## config.mk

```make
export PLATFORM = sky130hd
export DESIGN_NAME = axis_video_pattern_src
export DESIGN_NICKNAME = d
export VERILOG_FILES = /design/src/rtl/axis_video_pattern_src.sv
export SDC_FILE = /design/constraint.sdc
export NUM_CORES = 1
export LEC_CHECK = 0
export CORE_MARGIN = 2
export CORE_UTILIZATION = 44
export CTS_CLUSTER_DIAMETER = 200
export DETAILED_ROUTE_END_ITERATION = 8
export PLACE_DENSITY = 0.7
export SYNTH_ARGS = -nofsm -noshare
export SYNTH_HDL_FRONTEND = slang
export SYNTH_SLANG_ARGS = --single-unit
export TNS_END_PERCENT = 30
```

## constraint.sdc

```tcl
create_clock -name aclk -period 3.7 [get_ports aclk]
set_input_delay 0.74 -clock aclk [delete_from_list [all_inputs] [get_ports aclk]]
set_output_delay 0.74 -clock aclk [all_outputs]
set_load 0.005 [all_outputs]
```

## src/rtl/axis_video_pattern_src.sv

```systemverilog
// axis_video_pattern_src: AXI4-Stream video frame generator with SOF/EOL framing, gaps and backpressure
module axis_video_pattern_src #(
  parameter int DATA_WIDTH = 64,
  parameter int PIX_PER_BEAT = 2,
  parameter int DIM_BITS = 12,
  parameter int LINE_GAP = 2,
  parameter int FRAME_GAP = 4
) (
  input  logic                  aclk,
  input  logic                  aresetn,
  input  logic                  aclken,
  input  logic                  SW_RESET,
  input  logic                  enable,
  input  logic [DIM_BITS-1:0]   beats_per_line,
  input  logic [DIM_BITS-1:0]   lines_per_frame,
  input  logic [1:0]            pattern_sel,
  input  logic [31:0]           solid_color,
  output logic [DATA_WIDTH-1:0] m_axis_video_tdata,
  output logic                  m_axis_video_tvalid,
  input  logic                  m_axis_video_tready,
  output logic                  m_axis_video_tuser,
  output logic                  m_axis_video_tlast,
  output logic                  busy,
  output logic                  frame_done
);
  typedef enum logic [1:0] {IDLE, STREAM, LGAP, FGAP} state_t;
  state_t state;
  logic [DIM_BITS-1:0] bpl, lpf, x, y, nx, ny;
  logic [1:0] ps;
  logic [31:0] sc;
  logic [15:0] gap;
  logic acc, eol, eof, start, frame_end, launch, stop;
  logic [DATA_WIDTH-1:0] first_beat, next_beat;
  function automatic logic [DATA_WIDTH-1:0] beat(input logic [DIM_BITS-1:0] bx, input logic [DIM_BITS-1:0] by,
                                                 input logic [1:0] p, input logic [31:0] c);
    logic [15:0] px, py;
    beat = '0;
    py = 16'(by);
    for (int k = 0; k < PIX_PER_BEAT; k++) begin
      px = 16'(bx) * 16'(PIX_PER_BEAT) + 16'(k);
      beat[32*k +: 32] = p == 2'd0 ? {py, px} : p == 2'd1 ? c : p == 2'd2 ? {32{px[3] ^ py[3]}} : {4{px[7:0]}};
    end
  endfunction
  assign acc = aclken & m_axis_video_tvalid & m_axis_video_tready;
  assign eol = x == bpl - 1'b1;
  assign eof = eol & (y == lpf - 1'b1);
  assign start = enable & |beats_per_line & |lines_per_frame;
  assign nx = eol ? '0 : x + 1'b1;
  assign ny = eol ? y + 1'b1 : y;
  assign next_beat = beat(nx, ny, ps, sc);
  assign first_beat = beat({DIM_BITS{1'b0}}, {DIM_BITS{1'b0}}, pattern_sel, solid_color);
  assign frame_end = (state == FGAP && gap == '0) || (state == STREAM && acc && eof && FRAME_GAP == 0);
  assign launch = start & (state == IDLE | frame_end);
  assign stop = ~start & frame_end;
  assign frame_done = acc & eof & aresetn & ~SW_RESET;
  always_ff @(posedge aclk)
    if (!aresetn || SW_RESET) begin
      state <= IDLE;
      {m_axis_video_tvalid, m_axis_video_tuser, m_axis_video_tlast, busy} <= '0;
      m_axis_video_tdata <= '0;
      {x, y, bpl, lpf} <= '0;
      ps <= '0;
      sc <= '0;
      gap <= '0;
    end else if (aclken) begin
      case (state)
        STREAM:
          if (acc && !eof) begin
            x <= nx;
            y <= ny;
            m_axis_video_tdata <= next_beat;
            m_axis_video_tuser <= 1'b0;
            m_axis_video_tlast <= nx == bpl - 1'b1;
            if (eol && LINE_GAP > 0) begin
              state <= LGAP;
              m_axis_video_tvalid <= 1'b0;
              gap <= 16'(LINE_GAP - 1);
            end
          end else if (acc && FRAME_GAP > 0) begin
            state <= FGAP;
            {m_axis_video_tvalid, m_axis_video_tuser, m_axis_video_tlast} <= '0;
            gap <= 16'(FRAME_GAP - 1);
          end
        LGAP:
          if (gap == '0) begin
            state <= STREAM;
            m_axis_video_tvalid <= 1'b1;
          end else gap <= gap - 1'b1;
        FGAP: if (gap != '0) gap <= gap - 1'b1;
        default: ;
      endcase
      if (launch) begin
        state <= STREAM;
        busy <= 1'b1;
        m_axis_video_tvalid <= 1'b1;
        m_axis_video_tuser <= 1'b1;
        m_axis_video_tlast <= beats_per_line == 1;
        m_axis_video_tdata <= first_beat;
        x <= '0;
        y <= '0;
        bpl <= beats_per_line;
        lpf <= lines_per_frame;
        ps <= pattern_sel;
        sc <= solid_color;
      end else if (stop) begin
        state <= IDLE;
        {m_axis_video_tvalid, m_axis_video_tuser, m_axis_video_tlast, busy} <= '0;
      end
    end
endmodule

```

==> metrics, run 1 <==
Worst setup SP type=flop; WHS Endpoint=sc[5]; Fin Clk Skew=0.01015 ns; design area=10970 µm²; CTS Buf Count=17; vias per cell=5.821; Min Hold Slack=0.4546 ns; Post-synth ARST share=0%; Chip Width=143.8 µm; # port buffers=132; Avg WL per Cell=17.77 µm; Hold Buf Count CTS=0; reg2reg path depth=16; routed via count=8930; CTS tree=done; Post-synth EDFFs=0; maxcap violations=0; Clock Sinks=140; GPL Wtd Cong=0.8857; P_leak=3.872 nW; Pre-antenna DRT Iters=5; ANT cells=0; Period minus WS final=3.579 ns; Crit Path Category=flop to primary output; Die Ht=143.8 µm; synthesized area per cell=7.514 µm²; largest net degree at the start of global routing=51; Net Count, Synth=1218; ys flop type=dfxtp_1; dominant cell type by area after synthesis=dfxtp_1; worst-margin pin slew=0.8728 ns; Worst Path Arrival=2.84 ns; most frequent cell after synthesis=nand2_1; Tot GR Track Use=26.56%; r2r startpoint=bpl[0]; Layout fillers=1830; CP endpoint kind=primary output; area of the core region=19330 µm²; # rows=51; Max Freq=279.4 MHz; Placed Instances=1501; vias in the first global route=8126; max_slew headroom=41.60%; flop2flop setup slack=0.25 ns; min-delay src=sc[5]; global route total overflow=0; synthesized area=8596 µm²; Final Slew Violations=0; post-synth cell types=77; Clock Latency Late Sink=0.43 ns; Final Non-Filler Cells=1534; Final Hold Vio Count=0; final cell utilization of the core=56.73%; first-pass GRT wire length=43290 µm; CP Max Fanout=3; Yosys warnings=0; Yosys top cell area share=32.61%; PwrDens=364.7 nW/µm²; Post-route DRC=0; initial antenna violation count=0; 1st-iter DRT viols=883; FF+latch count, synth=140; Layout Area Growth over Synthesis=27.60%; Cells after Synth=1144; share of post-route cells with drive strength above 1=11.90%; hold crit path type=flop to flop; placed inst area=10280 µm²; drt total wl=27250 µm; die area=20670 µm²; I/O pins=133; Initial Util=44.46%; Bufs on Longest Clock Path=2; htree depth=4; synth top area cells=dfxtp_1 (33%), a21oi_1 (7.9%), nand2_1 (7.7%), xnor2_1 (4.3%), o21ai_0 (4.1%); sequential element share of the synthesized area=32.61%; remaining antenna violation count=0; Pwr Total=4.000 mW; unrepaired setup endpoints after global routing=yes; commonest cells in the synthesized netlist=nand2_1 (176), dfxtp_1 (140), a21oi_1 (136); Tcrit/Tclk final=96.72%; Max rail drop VDD=0.3311 mV; Worst Path Required=2.96 ns; final setup vio count=0; DP HPWL=19350 µm; clock slew at reported path FFs=0.07 ns; Nets=1330; worst r2r dst=m_axis_video_tdata[16]; WHS Path Cells=2; CTS root buffer=clkbuf_16; status=finished clean
==> cells by family (layout without fill, tap and decap cells) <==
group                    after synthesis  in the layout  share of synthesized area [%]
AO/OA/AOI/OAI                        334            334                          24.12
buffers and inverters                135            260                          7.715
adder cells (fa/ha/maj)               10             10                          1.456
XOR/XNOR                              74             74                          8.035
AND/OR/NAND/NOR                      447            447                          25.60
flip-flops                           140            140                          32.61
multiplexers                           4              4                         0.4658
==> layout by cell type (no fill, tap or decap), types with 13 or more instances in the layout <==
master | Yosys | routed
nand2_1 | 176 | 175
nand3_1 | 36 | 36
inv_1 | 19 | 19
a31oi_1 | 20 | 19
xnor2_1 | 42 | 42
or3_1 | 15 | 15
nor4_1 | 17 | 16
a221oi_1 | 13 | 13
clkdlybuf4s50_1 | 0 | 131
nor3_1 | 22 | 21
o21ai_0 | 71 | 71
buf_4 | 31 | 75
dfxtp_1 | 140 | 140
xor2_1 | 29 | 29
a21oi_1 | 136 | 136
clkbuf_16 | 0 | 17
nor2_1 | 93 | 90
==> critical path: stages, from the launching register on <==
cell and delay, ns:
dfxtp_1 0.31, buf_4 0.13, inv_1 0.07, ha_2 0.21, nor3b_4 0.20, buf_4 0.15
nand2_1 0.07, a2111oi_2 0.35, nand2_1 0.14, a2111oi_4 0.31, nand2_1 0.11, nor3_2 0.19
buf_2 0.16
==> routing by layer <==
layer | vias up | share of wire, % | global-route usage [%]
met5 | - | 0 | 0
met4 | 0 | 2.3 | 9.030
met3 | 42 | 7.5 | 5.465
met2 | 375 | 45 | 41.13
met1 | 4229 | 46 | 36.76
li1 | 4284 | - | -
==> flip-flops by register name (all words and copies together), names as in the netlist <==
register	flops
m_axis_video_tdata	36
state	2
m_axis_video_tlast	1
y	12
m_axis_video_tuser	1
sc	32
bpl	12
x	12
gap	16
ps	2
m_axis_video_tvalid	1
lpf	12
busy	1
==> what timing repair did <==
item                                    in CTS  in global routing
setup buffers                                1                  1
endpoints found under the setup margin       1                 13
pin swaps                                    3                  1
gates resized for setup                     10                 10
==> how the worst max path moves through the flow <==
stage | slack [ns] | start | depth (start not counted) | endpoint
2_1_floorplan | 0.51 | bpl[2] | 12 | y[4]
3_3_place_gp | -0.30 | bpl[0] | 11 | frame_done
3_5_place_dp | -0.33 | bpl[0] | 10 | frame_done
4_1_cts | 0.03 | bpl[0] | 10 | frame_done
5_1_grt | -0.07 | bpl[0] | 12 | frame_done
6_report | 0.12 | bpl[0] | 12 | frame_done
==> where the power goes <==
group	switching (mW)	leakage (nW)	internal (mW)
clock	0.779	0.297	1.04
combinational	0.338	2.44	0.277
sequential	0.0258	1.13	1.54
==> stage by stage <==
stage | setup slack [ns] | TNS [ns]
floorplan | 0.5107 | 0
global placement | -0.3020 | -0.3020
detailed placement | -0.3252 | -0.3252
CTS | 0.03255 | 0
global route | -0.06704 | -0.06734
finish | 0.1213 | 0
==> final cells by class <==
| class | instances | area [µm²] | share of cell area (%) |
|---|---|---|---|
| inverters | 19 | 71.32 | 0.6502 |
| repair buffers | 209 | 1919 | 17.50 |
| multi-input cells | 869 | 5226 | 47.65 |
| flip-flops and latches | 140 | 2803 | 25.55 |
| clock buffers | 18 | 439.2 | 4.004 |
| clock inverters | 14 | 177.7 | 1.620 |
| well taps | 265 | 331.6 | 3.023 |
Power figures use the tool's default switching activity.
==> run 2, diff against run 1 <==
Settings changed: PLACE_DENSITY 0.7 to 0.71.
==> run 2 against run 1 <==
Net effect: the run now ends with negative setup slack left; sequential share of layout area shrank 0.10 points; power grew 0.87%; design area grew 0.44%; register-to-register slack lost 0.11 ns.
==> metrics, run 2 (same netlist as run 1, synthesis figures left out) <==
status=complete, but fails checks; failing checks=negative setup slack; maxcap violations=0; Period minus WS final=3.717 ns; Worst Path Required=2.96 ns; biggest regs=m_axis_video_tdata (36), sc (32), gap (16); 1st-iter DRT viols=796; Tcrit/Tclk final=100.5%; PwrDens=366.3 nW/µm²; clock slew at reported path FFs=0.07 ns; Initial Util=44.46%; CP Max Fanout=2; Bufs on Longest Clock Path=2; initial antenna violation count=0; Hold Buf Count CTS=0; slack of the critical path=-0.01666 ns; Die Ht=143.8 µm; Top reg by flops=m_axis_video_tdata; unrepaired setup endpoints after global routing=yes; Post-route DRC=0; routed via count=8939; largest net degree at the start of global routing=53; setup_tns=-0.01666 ns; max_slew headroom=47.09%; Fin Clk Skew=0.009820 ns; flop2flop setup slack=0.14 ns; pre-CTS WS=-0.2184 ns; CTS Buf Count=17; global route total overflow=0; Worst setup SP type=flop; remaining antenna violation count=0; Max rail drop VDD=0.3297 mV; hold crit path type=flop to flop; I/O pins=133; Chip Width=143.8 µm; Final Non-Filler Cells=1538; placed inst area=10290 µm²; Avg WL per Cell=17.39 µm; vias in the first global route=8017; area of the core region=19330 µm²; Worst Path Arrival=2.98 ns; worst-margin pin slew=0.7900 ns; vias per cell=5.812; htree depth=4; CTS root buffer=clkbuf_16; ANT cells=0; CTS tree=done; Placed Instances=1503; commonest non-fill, non-tap cell in the layout=nand2_1; Nets=1334; die area=20670 µm²; Final Slew Violations=0; DP HPWL=19170 µm; first-pass GRT wire length=42280 µm; GPL Wtd Cong=0.8943; final setup vio count=1; Crit Path Category=flop to primary output; # port buffers=132; drt total wl=26740 µm; CP cell instances=or4_4, nor4b_4, xnor2_1, nand2_2, nor3b_2, nand2_1, a2111oi_4, buf_4, nand2_2, nor3_4, buf_2; final cell utilization of the core=56.98%; Clock Latency Late Sink=0.43 ns; share of post-route cells with drive strength above 1=12.33%; Layout fillers=1799; max reg flops=36; CP most frequent cell=nand2_2; CP max-delay cell=or4_4; Final Hold Vio Count=0; Max Freq=269.1 MHz; Max stage delay on crit path=0.56 ns; Pre-antenna DRT Iters=5; Clock Sinks=140; Tot GR Track Use=25.81%; P_leak=3.915 nW; design area=11020 µm²; highest-count cells in the layout ignoring fill and taps=nand2_1 (174), dfxtp_1 (139), a21oi_1 (136); Layout Area Growth over Synthesis=28.17%; # rows=51; CP endpoint kind=primary output
run 2: final timing paths:
path	from	depth (start not counted)	endpoint
setup reg to reg	bpl[7]	13	m_axis_video_tdata[59]
hold reg to reg	sc[23]	2	sc[23]
setup / recovery	bpl[7]	11	frame_done
hold / removal	sc[23]	2	sc[23]
run 2: critical path: cells and delay by family, from the launching register on:
kind | cells | cell delay (ns)
AND/OR/NAND/NOR | 7 | 1.55
XOR/XNOR | 1 | 0.17
buffers and inverters | 2 | 0.30
AO/OA/AOI/OAI | 1 | 0.21
flip-flops | 1 | 0.32
run 2: routing by layer:
metal	track usage, %	part of all wire, %	up-vias
met4	8.101	2.1	0
met2	40.75	45	387
li1	-	-	4286
met5	0	0	-
met1	36.01	45	4221
met3	4.265	7.6	45
run 2: area by class of cell:
class                   instances  area (µm²)  area share (%)
clock buffers                  19       452.9           4.111
repair buffers                213        1953           17.73
clock inverters                13       177.7           1.613
flip-flops and latches        140        2804           25.45
well taps                     265       331.6           3.010
inverters                      19       71.32          0.6474
multi-input cells             869        5226           47.44
run 2: stage by stage:
step                power, mW  hold WS [ns]
global route            4.172        0.4780
floorplan               1.936        0.4312
CTS                     4.040        0.4528
global placement        2.186        0.4396
detailed placement      2.191        0.4436
finish                  4.035        0.4541
run 2: what timing repair did:
item | in CTS | in global routing
buffers inserted | 2 | 1
resized for setup | 9 | 12
endpoints found under the setup margin | 1 | 2
pin swaps | 7 | 8
gates cloned | 0 | 0
run 2: power breakdown:
part	switching (mW)	leakage, nW	internal, mW
Sequential	0.0260	1.13	1.54
Combinational	0.336	2.47	0.280
Clock	0.739	0.308	1.11
Total	1.10	3.91	2.93
